[config.mk]
export PLATFORM = sky130hd
export DESIGN_NAME = mac_sequencer
export DESIGN_NICKNAME = d
export VERILOG_FILES = /design/src/rtl/mac_sequencer.sv
export SDC_FILE = /design/constraint.sdc
export NUM_CORES = 1
export LEC_CHECK = 0
export CAP_MARGIN = 10
export CORE_MARGIN = 2
export CORE_UTILIZATION = 61
export DETAILED_ROUTE_END_ITERATION = 16
export MAX_ROUTING_LAYER = met4
export PLACE_DENSITY = 0.87
export SYNTH_ARGS = -nofsm -noshare
export SYNTH_HDL_FRONTEND = slang
export SYNTH_SLANG_ARGS = --single-unit
[constraint.sdc]
create_clock -name clk -period 3.1 [get_ports clk]
set_input_delay 0.62 -clock clk [delete_from_list [all_inputs] [get_ports clk]]
set_output_delay 0.62 -clock clk [all_outputs]
set_load 0.03 [all_outputs]
[src/rtl/mac_sequencer.sv]
// mac_sequencer: sequences one neuron's multiply-accumulate pass over x/w memories.
// Ports: clk, rst (async active-low); start/n_inputs/base_addr request a pass;
// rd_en/rd_addr read both memories, x_rdata/w_rdata return one cycle later;
// zin is the registered signed product for the external accumulator, acc_rst
// clears it; busy is high outside IDLE, done pulses when the sum is final.
module mac_sequencer #(
    parameter int N_MAX = 16,
    parameter int AW    = 8,
    parameter int CW    = $clog2(N_MAX + 1)
) (
    input  logic               clk,
    input  logic               rst,
    input  logic               start,
    input  logic [CW-1:0]      n_inputs,
    input  logic [AW-1:0]      base_addr,
    output logic               rd_en,
    output logic [AW-1:0]      rd_addr,
    input  logic signed [7:0]  x_rdata,
    input  logic signed [7:0]  w_rdata,
    output logic signed [15:0] zin,
    output logic               acc_rst,
    output logic               busy,
    output logic               done
);
    localparam logic [2:0] IDLE  = 3'd0;
    localparam logic [2:0] CLEAR = 3'd1;
    localparam logic [2:0] FETCH = 3'd2;
    localparam logic [2:0] DRAIN = 3'd3;
    localparam logic [2:0] DONE  = 3'd4;

    logic [2:0]          state, nxt;
    logic [CW-1:0]       n_q, k, n_sat;
    logic                v1;
    logic signed [15:0]  prod;

    assign n_sat = (n_inputs > CW'(N_MAX)) ? CW'(N_MAX) : n_inputs;
    assign prod  = x_rdata * w_rdata;

    // k counts cycles within FETCH (issue index) and within DRAIN
    always_comb begin
        nxt = (state == IDLE)  ? (start ? CLEAR : IDLE) :
              (state == CLEAR) ? ((n_q == '0) ? DONE : FETCH) :
              (state == FETCH) ? ((k == n_q - CW'(1)) ? DRAIN : FETCH) :
              (state == DRAIN) ? ((k == CW'(1)) ? DONE : DRAIN) :
                                 IDLE;
    end

    // outputs are registered from the next state so they align with it
    always_ff @(posedge clk or negedge rst) begin
        if (!rst) begin
            state   <= IDLE;
            n_q     <= '0;
            k       <= '0;
            rd_en   <= 1'b0;
            rd_addr <= '0;
            v1      <= 1'b0;
            zin     <= '0;
            acc_rst <= 1'b1;
            busy    <= 1'b0;
            done    <= 1'b0;
        end else begin
            state   <= nxt;
            k       <= (state != nxt) ? '0 : k + CW'(1);
            busy    <= nxt != IDLE;
            acc_rst <= nxt == CLEAR;
            done    <= nxt == DONE;
            rd_en   <= nxt == FETCH;
            if (state == IDLE && start) begin
                n_q     <= n_sat;
                rd_addr <= base_addr;
            end
            if (state == FETCH && nxt == FETCH)
                rd_addr <= rd_addr + AW'(1);
            v1  <= rd_en;
            zin <= v1 ? prod : 16'sd0;
        end
    end
endmodule
==> metrics, run 1 <==
min Tclk post-route=4220 ps; cts bufs inserted=5; Seq/Total Area, Yosys=23.5%; Syn-to-layout area delta=35.4%; global-route wire length before repair=19900 um; Tcrit/Tclk final=136%; synth top area cells=fa_1 (25%), dfrtp_1 (23%), ha_1 (9.5%), inv_1 (7.9%), and2_1 (6.8%); CP endpoint kind=flop; chip height=89.8 um; fmax=237 MHz; worst rel slew slack=40.3%; Chip Width=89.8 um; worst slew pin tran=888 ps; Skew-Pair Late Insertion Delay=300 ps; antenna-violating nets left=0; Antenna Diode Count=0; R2R Path Start=n_q[0]; crit-path max FO=8; ys flop type=dfrtp_1; Gate Count Post-Synth=469; hold-fix buffers at CTS=0; Crit Path Class=in -> reg; EDFF count, synth=0; crit path cell chain=buf_4 -> and2_4 -> fa_1 -> inv_2 -> fa_1 -> inv_1 -> fa_1 -> inv_1 -> fa_1 -> inv_1 -> ha_4 -> or4_4 -> o21ai_4 -> nor3b_1 -> or3b_4; total core area=7180 sq um; CTS tree=done; FFs w/ async S/R, synth=100%; GP Congestion=0.882; final worst slack=-1120 ps; CTS clock-pin slew for the worst setup and hold paths=80 ps; cell taking the most area after synthesis=fa_1; setup TNS=-8890 ps; DIE AREA=8060 sq um; via count=3900; P_leak=2.84 nW; H-tree Lvls=2; initial antenna violation count=0; max cap viols=0; share of cells above drive strength 1=30.8%; site row count=31; synth unique cells=59; DRT Wirelength=12100 um; vias in the first global route=4203; vias per inst=5.73; Root Driver=clkbuf_8; count of warnings emitted by yosys=0; CP arrival=4400 ps; Total GRT Usage=31.7%; Initial Util=62.5%; pin count of the biggest net entering global routing=43; hold_sp=rd_en; WP data required=3280 ps; failing checks=negative setup slack; R2R Path End=rd_en; worst min path class=reg -> reg; final net count=702; slowest stage delay, CP=590 ps; Final Hold Vio Count=0; unrepaired setup endpoints after global routing=yes; HPWL after DPL=8310 um; Worst path most repeated cell=fa_1; FF-to-FF path depth=7; count of final setup violators=11; top cell type's share of synthesized area=24.5%; drt wl/cell=17.8 um; Power Density=963 nW/um^2; synthesized area per cell=9.57 sq um; CP Launch Type=input pin; DRC Markers=0; Worst VDD drop=893 uV; Seq cells post-synth=42; GRT overflow=0; iteration count of the initial detailed-routing pass=7; Final Max Slew Viols=0; clock buffer depth=2; run status=finished with violations; total I/O pin count=60; Hold Path Depth=0; skew final=7.41 ps; IO buf count=59; Worst Hold Path EP=v1; total power=5.85 mW; Post-Syn Area=4490 sq um; Post-Synthesis Net Count=590; Starting DRT DRC Count=300; flop2flop setup slack=720 ps; slowest CP cell=fa_1; Clock Sinks=42
## cells in the mapped netlist, types with 3 or more instances
cell / n
fa_1: 55
nand3b_1: 6
ha_1: 34
xnor2_1: 13
nor3_1: 7
a31oi_1: 4
nand4_1: 4
or3_1: 3
nand3_1: 7
nand2_1: 32
o21ai_0: 7
nor2b_1: 6
a21oi_1: 14
nor3b_1: 3
a211oi_1: 7
nor2_1: 16
nand2b_1: 5
inv_1: 95
and2_1: 49
dfrtp_1: 41
a21o_1: 5
xor2_1: 7
## how the worst max path moves through the flow
stage,startpoint,end,slack [ps]
global placement,w_rdata[7],zin[14],-1780
global route,x_rdata[7],zin[14],-1230
floorplan,w_rdata[7],zin[14],-1080
CTS,x_rdata[7],zin[14],-1040
detailed placement,w_rdata[7],zin[14],-1920
finish,x_rdata[7],zin[14],-1120
## repair_timing
| item | CTS | global route |
|---|---|---|
| resized for setup | 142 | 17 |
| setup endpoints to repair | 12 | 11 |
| setup buffers | 11 | 2 |
| pin swaps | 39 | 22 |
## final cells by class
type | count | area [sq um]
clock buffers | 8 | 90.1
fillers | 328 | 1100
inverters | 98 | 368
multi-input cells | 324 | 3420
flip-flops and latches | 42 | 1050
well taps | 99 | 124
repair buffers | 110 | 1020
## worst max-delay path, delay by kind of cell
family	cells	cell delay, ps
buffers and inverters	5	420
and+or+nand+nor	4	1040
AOI/OAI and AO/OA	1	100
adders and majority gates	5	2220
## through the flow
stage / setup slack, ps / hold slack [ps] / cells / utilization (%) / instance area (sq um)
after global placement: -1780 / 383 / 660 / 78.4 / 5620
after CTS: -1040 / 393 / 679 / 83.5 / 5990
final: -1120 / 391 / 681 / 84.7 / 6080
after detailed placement: -1920 / 372 / 660 / 78.4 / 5620
after global routing: -1230 / 429 / 681 / 84.7 / 6080
after floorplan: -1080 / 324 / 469 / - / 4670
## registers in the layout, summed over array words and instances, names as in the netlist
signal and count:
zin 16, v1 1, rd_addr 8, n_q 5, busy 1, state 3, acc_rst 1, k 5
done 1, rd_en 1
## layer usage
layer / up-vias / track usage (%) / wire length (um)
met3: 60 / 4.11 / 723
li1: 1725 / - / -
met2: 208 / 55.8 / 6400
met5: - / - / 0
met1: 1907 / 37.1 / 4460
met4: 0 / 12.7 / 501
## logic make-up after synthesis
family / count (synthesis) / share of synthesized area, %
buffers and inverters: 103 / 9.03
AND/OR/NAND/NOR: 152 / 19.2
XOR/XNOR: 20 / 3.90
adder cells (fa/ha/maj): 89 / 34.0
multiplexers: 3 / 0.725
AO/OA/AOI/OAI: 60 / 9.68
flip-flops: 42 / 23.5
## cells in the final DEF (no fill, tap or decap), types with 5 or more instances in the layout
cell type        instances
o21ai_0                  5
a21oi_1                  8
a211oi_1                 7
ha_4                    12
a21o_1                   5
clkdlybuf4s50_1         42
and2_1                  27
inv_2                   20
xnor2_1                 10
dfrtp_1                 41
nand3b_1                 6
clkbuf_8                 6
nor2_1                  15
buf_6                   18
nand3_1                  7
inv_1                   76
buf_2                    5
buf_4                   41
fa_1                    50
xor2_1                   7
fa_2                     5
nand2_1                 27
ha_1                    19
and2_4                  21
nor3_1                   5
## power by group
group | total, mW | leakage [nW] | switching, mW | internal, mW
clock | 0.372 | 0.0455 | 0.190 | 0.182
combinational | 4.48 | 2.27 | 2.41 | 2.07
sequential | 1.00 | 0.531 | 0.236 | 0.769
total | 5.85 | 2.84 | 2.83 | 3.02
(Power assumes the default switching activity.)
==> run 2: changes to the inputs <==
==> constraint.sdc (replaced) <==
create_clock -name clk -period 3.1 [get_ports clk]
set_input_delay 0.465 -clock clk [delete_from_list [all_inputs] [get_ports clk]]
set_output_delay 0.465 -clock clk [all_outputs]
set_load 0.03 [all_outputs]
==> metrics, run 2 (same netlist as run 1, synthesis figures left out) <==
GRT overflow=0 (unchanged); worst slew pin tran=918 ps (+30.0 ps); antenna-violating nets left=0 (unchanged); CP endpoint kind=flop; Power Density=1020 nW/um^2 (+6.4%); final worst slack=-1020 ps (+103 ps); share of cells above drive strength 1=32.6% (+1.8 points); cts bufs inserted=5 (unchanged); FF-to-FF path depth=7 (unchanged); final net count=703 (+0.14%); via count=4204 (+7.8%); commonest non-fill, non-tap cell in the layout=inv_1; failing checks=negative setup slack; min Tclk post-route=4120 ps (-103 ps); run status=finished with violations; Tcrit/Tclk final=133% (-3.3 points); IO buf count=59 (unchanged); crit-path max FO=7 (-1); worst rel slew slack=38.8% (-1.5 points); CTS tree=done; R2R Path End=k[2]; R2R Path Start=n_q[0]; Root Driver=clkbuf_8; gr busiest metal=met2; CP Launch Type=input pin; unrepaired setup endpoints after global routing=yes; drt wl/cell=21.2 um (+19%); pre-CTS setup slack=-1840 ps (+80.9 ps); DRT Wirelength=14500 um (+20%); max cap viols=0 (unchanged); Final Max Slew Viols=0 (unchanged); Initial Util=62.5% (unchanged); final core utilization=86.3% (+1.7 points); initial antenna violation count=0 (unchanged); vias per inst=6.16 (+7.6%); HPWL after DPL=8240 um (-0.83%); Antenna Diode Count=0 (unchanged); met2 Use GR=60.0% (+4.2 points); hold-fix buffers at CTS=0 (unchanged); chip height=89.8 um (unchanged); skew final=4.63 ps (-2.78 ps); Worst VDD drop=865 uV (-3.2%); H-tree Lvls=2 (unchanged); GP Congestion=0.889 (+0.84%); Syn-to-layout area delta=38.1%; Starting DRT DRC Count=322 (+7.3%); pin count of the biggest net entering global routing=43 (unchanged); Crit Path Class=in -> reg; Biggest register=zin; count of final setup violators=10 (-1); P_leak=2.87 nW (+0.93%); vias in the first global route=4434 (+5.5%); Skew-Pair Late Insertion Delay=300 ps (about the same); Total GRT Usage=35.2% (+3.5 points); fmax=243 MHz (+2.5%); DRC Markers=0 (unchanged); iteration count of the initial detailed-routing pass=7 (unchanged); total I/O pin count=60 (unchanged); Chip Width=89.8 um (unchanged); flop2flop setup slack=620 ps (-100 ps); clock buffer depth=2 (unchanged); global-route wire length before repair=22000 um (+11%); site row count=31 (unchanged); fillcell total=297 (-9.5%); CP arrival=4340 ps (-60 ps); max reg flops=16 (unchanged); setup TNS=-7530 ps (+1360 ps); Clock Sinks=42 (unchanged); M1 GR Usage=40.7% (+3.6 points); Final Hold Vio Count=0 (unchanged); CTS clock-pin slew for the worst setup and hold paths=80 ps (about the same); WP data required=3310 ps (+30 ps); met3 Resource Use GR=5.03% (+0.92 points); worst min path class=in -> async; total core area=7180 sq um (unchanged); Largest regs=zin (16), rd_addr (8); DIE AREA=8060 sq um (unchanged); most frequent cells in the layout=inv_1 (74), fa_1 (49), clkdlybuf4s50_1 (42)
## run 2: changes by cell type in the layout (fill, tap and decap cells not counted), moves of 2 or more
cell,before,now
a21oi_2,4,6
a21oi_1,8,6
buf_6,18,24
buf_2,5,3
nand2_2,3,0
ha_1,19,16
buf_4,41,37
inv_1,76,74
ha_4,12,15
inv_4,0,2
nand2_1,27,29
## run 2: how the worst max path moves through the flow
stage / from / end / depth (start not counted)
global placement: x_rdata[6] / zin[14] / 14
global route: x_rdata[5] / zin[11] / 16
CTS: w_rdata[4] / zin[14] / 15
detailed placement: w_rdata[7] / zin[14] / 13
finish: x_rdata[5] / zin[15] / 15
floorplan: w_rdata[7] / zin[14] / 12
## run 2: routing by layer
| layer | up-vias | wire [um] |
|---|---|---|
| li1 | 1736 | - |
| met1 | 2062 | 4880 |
| met2 | 290 | 7340 |
| met3 | 116 | 1080 |
| met4 | 0 | 1160 |
| met5 | - | 0 |
## run 2: final cells by class
| cell class | count | area [sq um] | share of cell area, % |
|---|---|---|---|
| clock buffers | 7 | 86.3 | 1.39 |
| clock inverters | 1 | 5.00 | 0.0808 |
| inverters | 98 | 373 | 6.02 |
| multi-input cells | 324 | 3490 | 56.3 |
| flip-flops and latches | 42 | 1050 | 17.0 |
| well taps | 99 | 124 | 2.00 |
| repair buffers | 111 | 1070 | 17.2 |
## run 2: worst max-delay path: stages
cell,delay [ps]
buf_12,110
and2_4,150
fa_1,570
inv_2,50
fa_1,520
inv_1,60
fa_1,490
inv_2,40
fa_1,540
inv_2,70
ha_4,310
nand4_1,280
a211o_1,430
nand3_1,90
nor3b_2,160
## run 2: what timing repair did
action,4_1_cts,5_1_grt
cloned,0,0
resized for setup,164,37
pin swaps,58,31
hold endpoints to repair,0,0
endpoints found under the setup margin,12,11
buffers inserted,11,5
## run 2: through the flow
stage | cells | hold WS (ps) | area [sq um] | total power, mW
finish | 682 | 294 | 6190 | 6.35
CTS | 679 | 323 | 6030 | 5.65
detailed placement | 660 | 388 | 5580 | 4.70
floorplan | 469 | 169 | 4620 | 3.50
global route | 682 | 376 | 6190 | 6.68
global placement | 660 | 367 | 5580 | 4.51
## run 2: power breakdown
part	total, mW	internal, mW	switching (mW)	leakage (nW)
combinational	4.96	2.31	2.64	2.29
clock	0.373	0.180	0.193	0.0482
sequential	1.02	0.769	0.251	0.531
total	6.35	3.26	3.09	2.87
